<file path="config.mk">
export PLATFORM = sky130hd
export DESIGN_NAME = ram_data_sta_mirror_ctrl
export DESIGN_NICKNAME = d
export VERILOG_FILES = /design/src/rtl/ram_data_sta_mirror_ctrl.sv
export SDC_FILE = /design/constraint.sdc
export NUM_CORES = 1
export LEC_CHECK = 0
export ABC_AREA = 0
export CORE_MARGIN = 3
export CORE_UTILIZATION = 44
export CTS_CLUSTER_DIAMETER = 60
export DETAILED_ROUTE_END_ITERATION = 10
export PLACE_DENSITY = 0.95
export SLEW_MARGIN = 20
export SYNTH_ARGS = -nofsm -noshare
export SYNTH_HDL_FRONTEND = slang
export SYNTH_SLANG_ARGS = --single-unit
export TNS_END_PERCENT = 20
</file>
<file path="constraint.sdc">
create_clock -name clk -period 4.7 [get_ports clk]
set_input_delay 0.94 -clock clk [delete_from_list [all_inputs] [get_ports clk]]
set_output_delay 0.94 -clock clk [all_outputs]
set_load 0.03 [all_outputs]
</file>
<file path="src/rtl/ram_data_sta_mirror_ctrl.sv">
// Status-bit mirror controller: zero-sweeps the SDP RAM, then arbitrates set/clear/read-(clear) ops round-robin.
// Each op costs a grant cycle plus one read-modify-write cycle; requesters stall on ready until granted.
module ram_data_sta_mirror_ctrl #(
  parameter int ADDR_WIDTH = 6,
  parameter int DATA_WIDTH = 16
) (
  input  logic                  clk,
  input  logic                  rst,
  input  logic                  upd_valid,
  output logic                  upd_ready,
  input  logic [ADDR_WIDTH-1:0] upd_addr,
  input  logic [DATA_WIDTH-1:0] upd_set,
  input  logic                  clr_valid,
  output logic                  clr_ready,
  input  logic [ADDR_WIDTH-1:0] clr_addr,
  input  logic [DATA_WIDTH-1:0] clr_mask,
  input  logic                  rd_valid,
  output logic                  rd_ready,
  input  logic [ADDR_WIDTH-1:0] rd_addr,
  input  logic                  rd_clr,
  output logic                  rd_data_valid,
  output logic [DATA_WIDTH-1:0] rd_data,
  output logic                  ram_wr_en,
  output logic [ADDR_WIDTH-1:0] ram_wr_addr,
  output logic [ADDR_WIDTH-1:0] ram_rd_addr,
  output logic [DATA_WIDTH-1:0] ram_wr_data,
  input  logic [DATA_WIDTH-1:0] ram_rd_data,
  output logic                  init_done
);

  typedef enum logic [1:0] {INIT = 2'd0, IDLE = 2'd1, EXEC = 2'd2} state_t;
  typedef enum logic [1:0] {OP_UPD = 2'd0, OP_CLR = 2'd1, OP_RD = 2'd2} op_t;

  state_t                state_q, state_d;
  op_t                   op_q, op_d, last_q, last_d;
  logic [ADDR_WIDTH-1:0] addr_q, addr_d;
  logic [DATA_WIDTH-1:0] opnd_q, opnd_d;
  logic [DATA_WIDTH-1:0] rd_data_q, rd_data_d;
  logic                  rd_clr_q, rd_clr_d;
  logic                  rd_data_valid_q, rd_data_valid_d;
  logic                  init_done_q, init_done_d;
  logic [2:0]            req, grant;
  logic [DATA_WIDTH-1:0] wr_data;

  assign req = {rd_valid, clr_valid, upd_valid};

  // Search order starts just after the last granted requester.
  always_comb begin
    grant = 3'b000;
    if (state_q == IDLE && !rst) begin
      case (last_q)
        OP_UPD:  grant = req[1] ? 3'b010 : req[2] ? 3'b100 : req[0] ? 3'b001 : 3'b000;
        OP_CLR:  grant = req[2] ? 3'b100 : req[0] ? 3'b001 : req[1] ? 3'b010 : 3'b000;
        default: grant = req[0] ? 3'b001 : req[1] ? 3'b010 : req[2] ? 3'b100 : 3'b000;
      endcase
    end
  end

  always_comb begin
    state_d         = state_q;
    op_d            = op_q;
    last_d          = last_q;
    addr_d          = addr_q;
    opnd_d          = opnd_q;
    rd_clr_d        = rd_clr_q;
    rd_data_d       = rd_data_q;
    rd_data_valid_d = 1'b0;
    init_done_d     = init_done_q;
    case (state_q)
      INIT: begin
        // addr_q doubles as the sweep counter and parks on the last address.
        if (addr_q == '1) begin
          state_d     = IDLE;
          init_done_d = 1'b1;
        end else begin
          addr_d = addr_q + ADDR_WIDTH'(1);
        end
      end
      IDLE: begin
        if (grant[0]) begin
          state_d = EXEC;
          op_d    = OP_UPD;
          last_d  = OP_UPD;
          addr_d  = upd_addr;
          opnd_d  = upd_set;
        end else if (grant[1]) begin
          state_d = EXEC;
          op_d    = OP_CLR;
          last_d  = OP_CLR;
          addr_d  = clr_addr;
          opnd_d  = clr_mask;
        end else if (grant[2]) begin
          state_d  = EXEC;
          op_d     = OP_RD;
          last_d   = OP_RD;
          addr_d   = rd_addr;
          opnd_d   = '0;
          rd_clr_d = rd_clr;
        end
      end
      EXEC: begin
        state_d = IDLE;
        if (op_q == OP_RD) begin
          rd_data_d       = ram_rd_data;
          rd_data_valid_d = 1'b1;
        end
      end
      default: state_d = INIT;
    endcase
  end

  always_comb begin
    wr_data = '0;
    if (state_q == EXEC) begin
      case (op_q)
        OP_UPD:  wr_data = ram_rd_data | opnd_q;
        OP_CLR:  wr_data = ram_rd_data & ~opnd_q;
        default: wr_data = rd_clr_q ? '0 : ram_rd_data;
      endcase
    end
  end

  always_ff @(posedge clk) begin
    if (rst) begin
      state_q         <= INIT;
      op_q            <= OP_UPD;
      last_q          <= OP_RD;
      addr_q          <= '0;
      opnd_q          <= '0;
      rd_clr_q        <= 1'b0;
      rd_data_q       <= '0;
      rd_data_valid_q <= 1'b0;
      init_done_q     <= 1'b0;
    end else begin
      state_q         <= state_d;
      op_q            <= op_d;
      last_q          <= last_d;
      addr_q          <= addr_d;
      opnd_q          <= opnd_d;
      rd_clr_q        <= rd_clr_d;
      rd_data_q       <= rd_data_d;
      rd_data_valid_q <= rd_data_valid_d;
      init_done_q     <= init_done_d;
    end
  end

  // Gating with rst drops an in-flight EXEC write at the reset edge.
  assign ram_wr_en     = !rst && (state_q == INIT || state_q == EXEC);
  assign ram_wr_addr   = addr_q;
  assign ram_rd_addr   = addr_q;
  assign ram_wr_data   = wr_data;
  assign upd_ready     = grant[0];
  assign clr_ready     = grant[1];
  assign rd_ready      = grant[2];
  assign rd_data_valid = rd_data_valid_q;
  assign rd_data       = rd_data_q;
  assign init_done     = init_done_q;

endmodule
</file>
Yosys cells after proc, flatten, opt, wreduce, memory -nomap -nowiden

Cells that the tools add are included.

Flip-flop bits (word level): 47
Logic and storage cells: 71
Output and inout bits: 50
Bits of input ports: 72

$add $sub $neg: 1
Muxes and demuxes: 30
Bitwise logic cells: 6
Reduce and logical (&&, ||, !) cells: 16
Equality and inequality tests: 9

Operators by type and width:

| cell                                                 | count |
|---|---|
| two-way mux 16 bit                                   | 5 |
| one-hot mux 16 bit (2 select lines)                  | 1 |
| two-way mux 6 bit                                    | 4 |
| two-way mux 3 bit                                    | 7 |
| bitwise AND 16 bit                                   | 1 |
| two-way mux 2 bit                                    | 8 |
| NOT 16 bit                                           | 1 |
| OR 16 bit                                            | 1 |
| one-hot mux 6 bit (2 select lines)                   | 1 |
| AND reduction 2 bit                                  | 4 |
| adder 6 x 1 -> 6 bit (second input constant)         | 1 |
| equality test 2 x 1 -> 1 bit (second input constant) | 3 |
| equality test 6 bit (second input constant)          | 1 |
| logical NOT 2 bit                                    | 3 |
| one-hot mux 2 bit (3 select lines)                   | 1 |
| one-hot mux 3 bit (2 select lines)                   | 1 |
| equality test 2 bit (second input constant)          | 2 |
| != test 2 bit (second input constant)                | 2 |
| != test 4 bit (second input constant)                | 1 |
| AND reduction 4 bit                                  | 1 |
| NOT 1 bit                                            | 3 |
| AND reduction 3 bit                                  | 1 |
| nonzero test 3 bit                                   | 1 |
| logical AND 1 bit                                    | 2 |
| 5 further kinds                                      | 6 |

Depth between registers and ports, before layout

Word-level depth: 9
Depth in mapped cells: 8
Gate-level depth less buffers: 6

Worst setup path after synthesis

OpenSTA, ideal clock, no wires.

Kind: input to output
Start: input port rst
End: output port ram_wr_en
Path buffers: 2
Arrival: 1.764 ns
Path slack: 1.996 ns
Data required time: 3.760 ns
Stages: 3
Path through: clkbuf_1 -> buf_1 -> nor2_1

Longest elaborated chain between the ends: 2

RTL lines:

| element            | line | text |
|---|---|---|
| start: declaration | 8    | `input logic rst,` |
| logical NOT 1 bit  | 148  | `assign ram_wr_en = !rst && (state_q == INIT \|\| state_q == EXEC);` |
| logical AND 1 bit  | 148  |  |
| end: declaration   | 23   | `output logic ram_wr_en,` |

No other way between the ends.

Worst setup path in the final report

Start: input port clr_valid
End: output port clr_ready

Longest elaborated chain between the ends: 5
Elaborated cells between the ends (all ways): 8
Those cells by class: 8 x mux

RTL lines:

| element                                | line | text |
|---|---|---|
| start: declaration                     | 13   | `input logic clr_valid,` |
| two-way mux 2 bit (2 in a row)         | 53   | `OP_CLR: grant = req[2] ? 3'b100 : req[0] ? 3'b001 : req[1] ? 3'b010 : 3'b000;` |
| two-way mux 3 bit                      | 53   |  |
| one-hot mux 3 bit (2 select lines) (*) | 51   | `case (last_q)` |
| two-way mux 3 bit (*)                  | 50   | `if (state_q == IDLE && !rst) begin` |
| end: declaration                       | 14   | `output logic clr_ready,` |

Mark *: on every way between the ends. The rest lies on a longest branch, timed or not.

==> flow_metrics.py <==
metrics = {
    "status": {
        "outcome": "finished clean",
    },
    "placement": {
        "hpwl_um": 5920,
        "dp_cells": 467,
        "gp_congestion": 0.845,
        "post_dp_cell_area_um2": 3600,
        "io_buffers": 121,
    },
    "grt": {
        "grt-ovfl-total": 0,
        "grt_pass1_vias": 2592,
        "grt_max_degree": 50,
        "antenna_found_initial": 0,
        "grtUsageTotal_pct": 24.5,
        "grt_pass1_wl_um": 12600,
    },
    "detailed_routing": {
        "vias": 2783,
        "postRouteAntennaNets": 0,
        "drc_errors": 0,
        "wl_per_cell_um": 17.2,
        "wl_um": 8150,
        "first_pass_iters": 8,
        "vias_per_cell": 5.86,
        "drt_iter0_drc": 303,
    },
    "worst_setup_path": {
        "required_ps": 3760,
        "cp_num_cells": 5,
        "crit_arrival_ps": 2980,
        "crit_chain": "clkdlybuf4s50_1 > nor2b_1 > a22o_1 > and2_4 > clkdlybuf4s50_1",
        "critPathMaxStageDelay_ps": 730,
        "rr_startpoint": "state_q[0]",
        "cp_top_family": "buffers and inverters",
        "path_common_cell": "clkdlybuf4s50_1",
        "rr_worst_depth": 4,
        "r2r-end": "ram_rd_addr[5]",
        "path_max_fanout": 22,
        "end_kind": "primary output",
        "setup.worst_path.class": "input port to primary output",
        "cp-start-kind": "input port",
        "r2r_slack_ps": 2410,
        "slowest_stage": "clkdlybuf4s50_1",
        "cp_num_buf_inv": 2,
    },
    "clocking": {
        "cts_made_buffers": 5,
        "cts_tree": "done",
        "cts.sinks": 46,
        "cts_buffer_depth": 2,
        "path_clk_slew_ps": 80,
        "cts_resized": 0,
        "post_cts_buffers": 0,
        "cts_max_level": 2,
        "cts-root-buf": "clkbuf_8",
        "cts.hold.buffers_added": 0,
        "insertion_delay_ps": 290,
    },
    "power": {
        "power_density_nw_per_um2": 219,
        "switching_share_pct": 23.3,
        "seq_power_share_pct": 48.7,
        "intPower_uw": 623,
        "p_clk_share_pct": 35.8,
        "peakVddDrop_mv": 0.232,
        "p_switching_uw": 189,
        "p_leak_nw": 1.28,
        "pwr-share-comb_pct": 15.5,
    },
    "sta": {
        "post-route-min-period_ps": 3920,
        "fmax_mhz": 255,
        "slew_headroom_pct": 29.1,
        "fin_setup_tns_ps": 0,
        "rsz0062_at_grt": "false",
        "hold_viol": 0,
        "drv_slew": 0,
        "tightest_slew_ps": 1060,
        "fin_crit_sh_pct": 83.4,
        "skew_ps": 4.61,
        "finalSetupViolCount": 0,
    },
    "die": {
        "rows": 26,
        "io_pins": 122,
        "core-area_um2": 5300,
        "dieHeight_um": 81.4,
        "die_w_um": 81.4,
        "start_util_pct": 47.1,
        "dieArea_um2": 6620,
    },
    "synthesis": {
        "syn_inst": 306,
        "synth_seq_area_share_pct": 36.9,
        "synth_nets": 379,
        "synth-async-reset-ratio_pct": 0,
        "synth_edf_count": 0,
        "synthFlopType": "dfxtp_1",
        "yosys_warnings": 0,
        "syn_area_per_cell_um2": 8.17,
        "syn_area_um2": 2500,
        "ys_ff_latch": 46,
        "synth_cell_types": 43,
    },
    "cells_and_area": {
        "drive_above_1_share_pct": 5.68,
        "syn_to_final_growth_pct": 48.4,
        "n_antenna_cell": 0,
        "layout.cells.most_common": "clkdlybuf4s50_1",
        "final_net_count": 477,
        "n_fill_cell": 406,
        "finish.utilization_pct": 69.9,
        "final_cell_mix": "120 x clkdlybuf4s50_1, 59 x nor2_1, 45 x dfxtp_1",
        "final_cells": 475,
        "design_area_um2": 3710,
    },
    "run": {
        "cap_violations": 0,
    },
    "hold_path": {
        "hold_path_class": "flip-flop to flip-flop",
        "hold_depth": 2,
        "hold_start": "rd_data[10]",
        "whs_endpoint": "rd_data[10]",
    },
}
worst min-delay path, stage by stage (launching register included):
cell     delay, ps
dfxtp_1        310
nand2_1         50
a21oi_1         50
sequential cells by signal, summed over array words and instances, names as in the netlist:
name	count
rd_clr_q	1
op_q	2
opnd_q	16
rd_data_valid	1
init_done	1
state_q	2
ram_rd_addr	6
last_q	1
rd_data	16
power by group through the flow:
| stage | sequential, mW | clock [mW] | combinational, mW |
|---|---|---|---|
| after floorplan | 0.408 | 0 | 0.0411 |
| after global placement | 0.405 | 0 | 0.121 |
| after detailed placement | 0.405 | 0 | 0.124 |
| after CTS | 0.396 | 0.295 | 0.125 |
| after global routing | 0.397 | 0.310 | 0.135 |
| final | 0.396 | 0.290 | 0.126 |
final cells by class:
type                            instances  area (um2)  share of cell area [%]
Tap cell                               70        87.6                    2.36
Timing Repair Buffer                  121        1210                    32.5
Multi-Input combinational cell        224        1360                    36.7
Clock buffer                            5        68.8                    1.86
Clock inverter                          3        40.0                    1.08
Inverter                                6        22.5                   0.607
Sequential cell                        46         922                    24.9
cells by family (layout without fill, tap and decap cells):
logic type / count (synthesis) / after routing / share of synthesized area [%]
adders and majority gates: 1 / 1 / 0.501
muxes: 17 / 17 / 6.81
DFF: 46 / 46 / 36.9
and+or+nand+nor: 126 / 126 / 22.3
AOI/OAI and AO/OA: 80 / 80 / 24.8
buffers and inverters: 36 / 135 / 8.71
synth_stat cells, drive strengths merged, types with 4 or more instances:
cell type,n,area share [%]
o22ai,4,1.3
a21oi,22,4.4
dfxtp,46,37
nand2,44,6.6
inv,6,0.90
a221oi,4,2.2
nor2,59,8.9
nand3,4,0.80
buf,19,6.2
mux2i,17,6.8
a222oi,17,6.8
clkbuf,11,1.7
a31oi,17,4.3
worst max path at each step:
stage	start	to	slack, ps
2_1_floorplan	rst	ram_wr_en	2000
3_3_place_gp	clr_valid	clr_ready	880
3_5_place_dp	clr_valid	clr_ready	810
4_1_cts	clr_valid	clr_ready	800
5_1_grt	clr_valid	clr_ready	710
6_report	clr_valid	clr_ready	780
stage by stage:
stage / hold WS, ps / total power [mW] / worst slack (ps)
2_1_floorplan: 463 / 0.450 / 2000
3_3_place_gp: 441 / 0.526 / 876
3_5_place_dp: 453 / 0.529 / 813
4_1_cts: 465 / 0.816 / 801
5_1_grt: 482 / 0.841 / 712
6_report: 461 / 0.812 / 781
routing by layer:
layer  global-route usage [%]  routed length (um)
met1                     30.8                3170
met2                     41.3                4020
met3                     5.76                 735
met4                     7.77                 217
met5                        0                   0
Note: power is estimated with default switching activity, not from simulation.
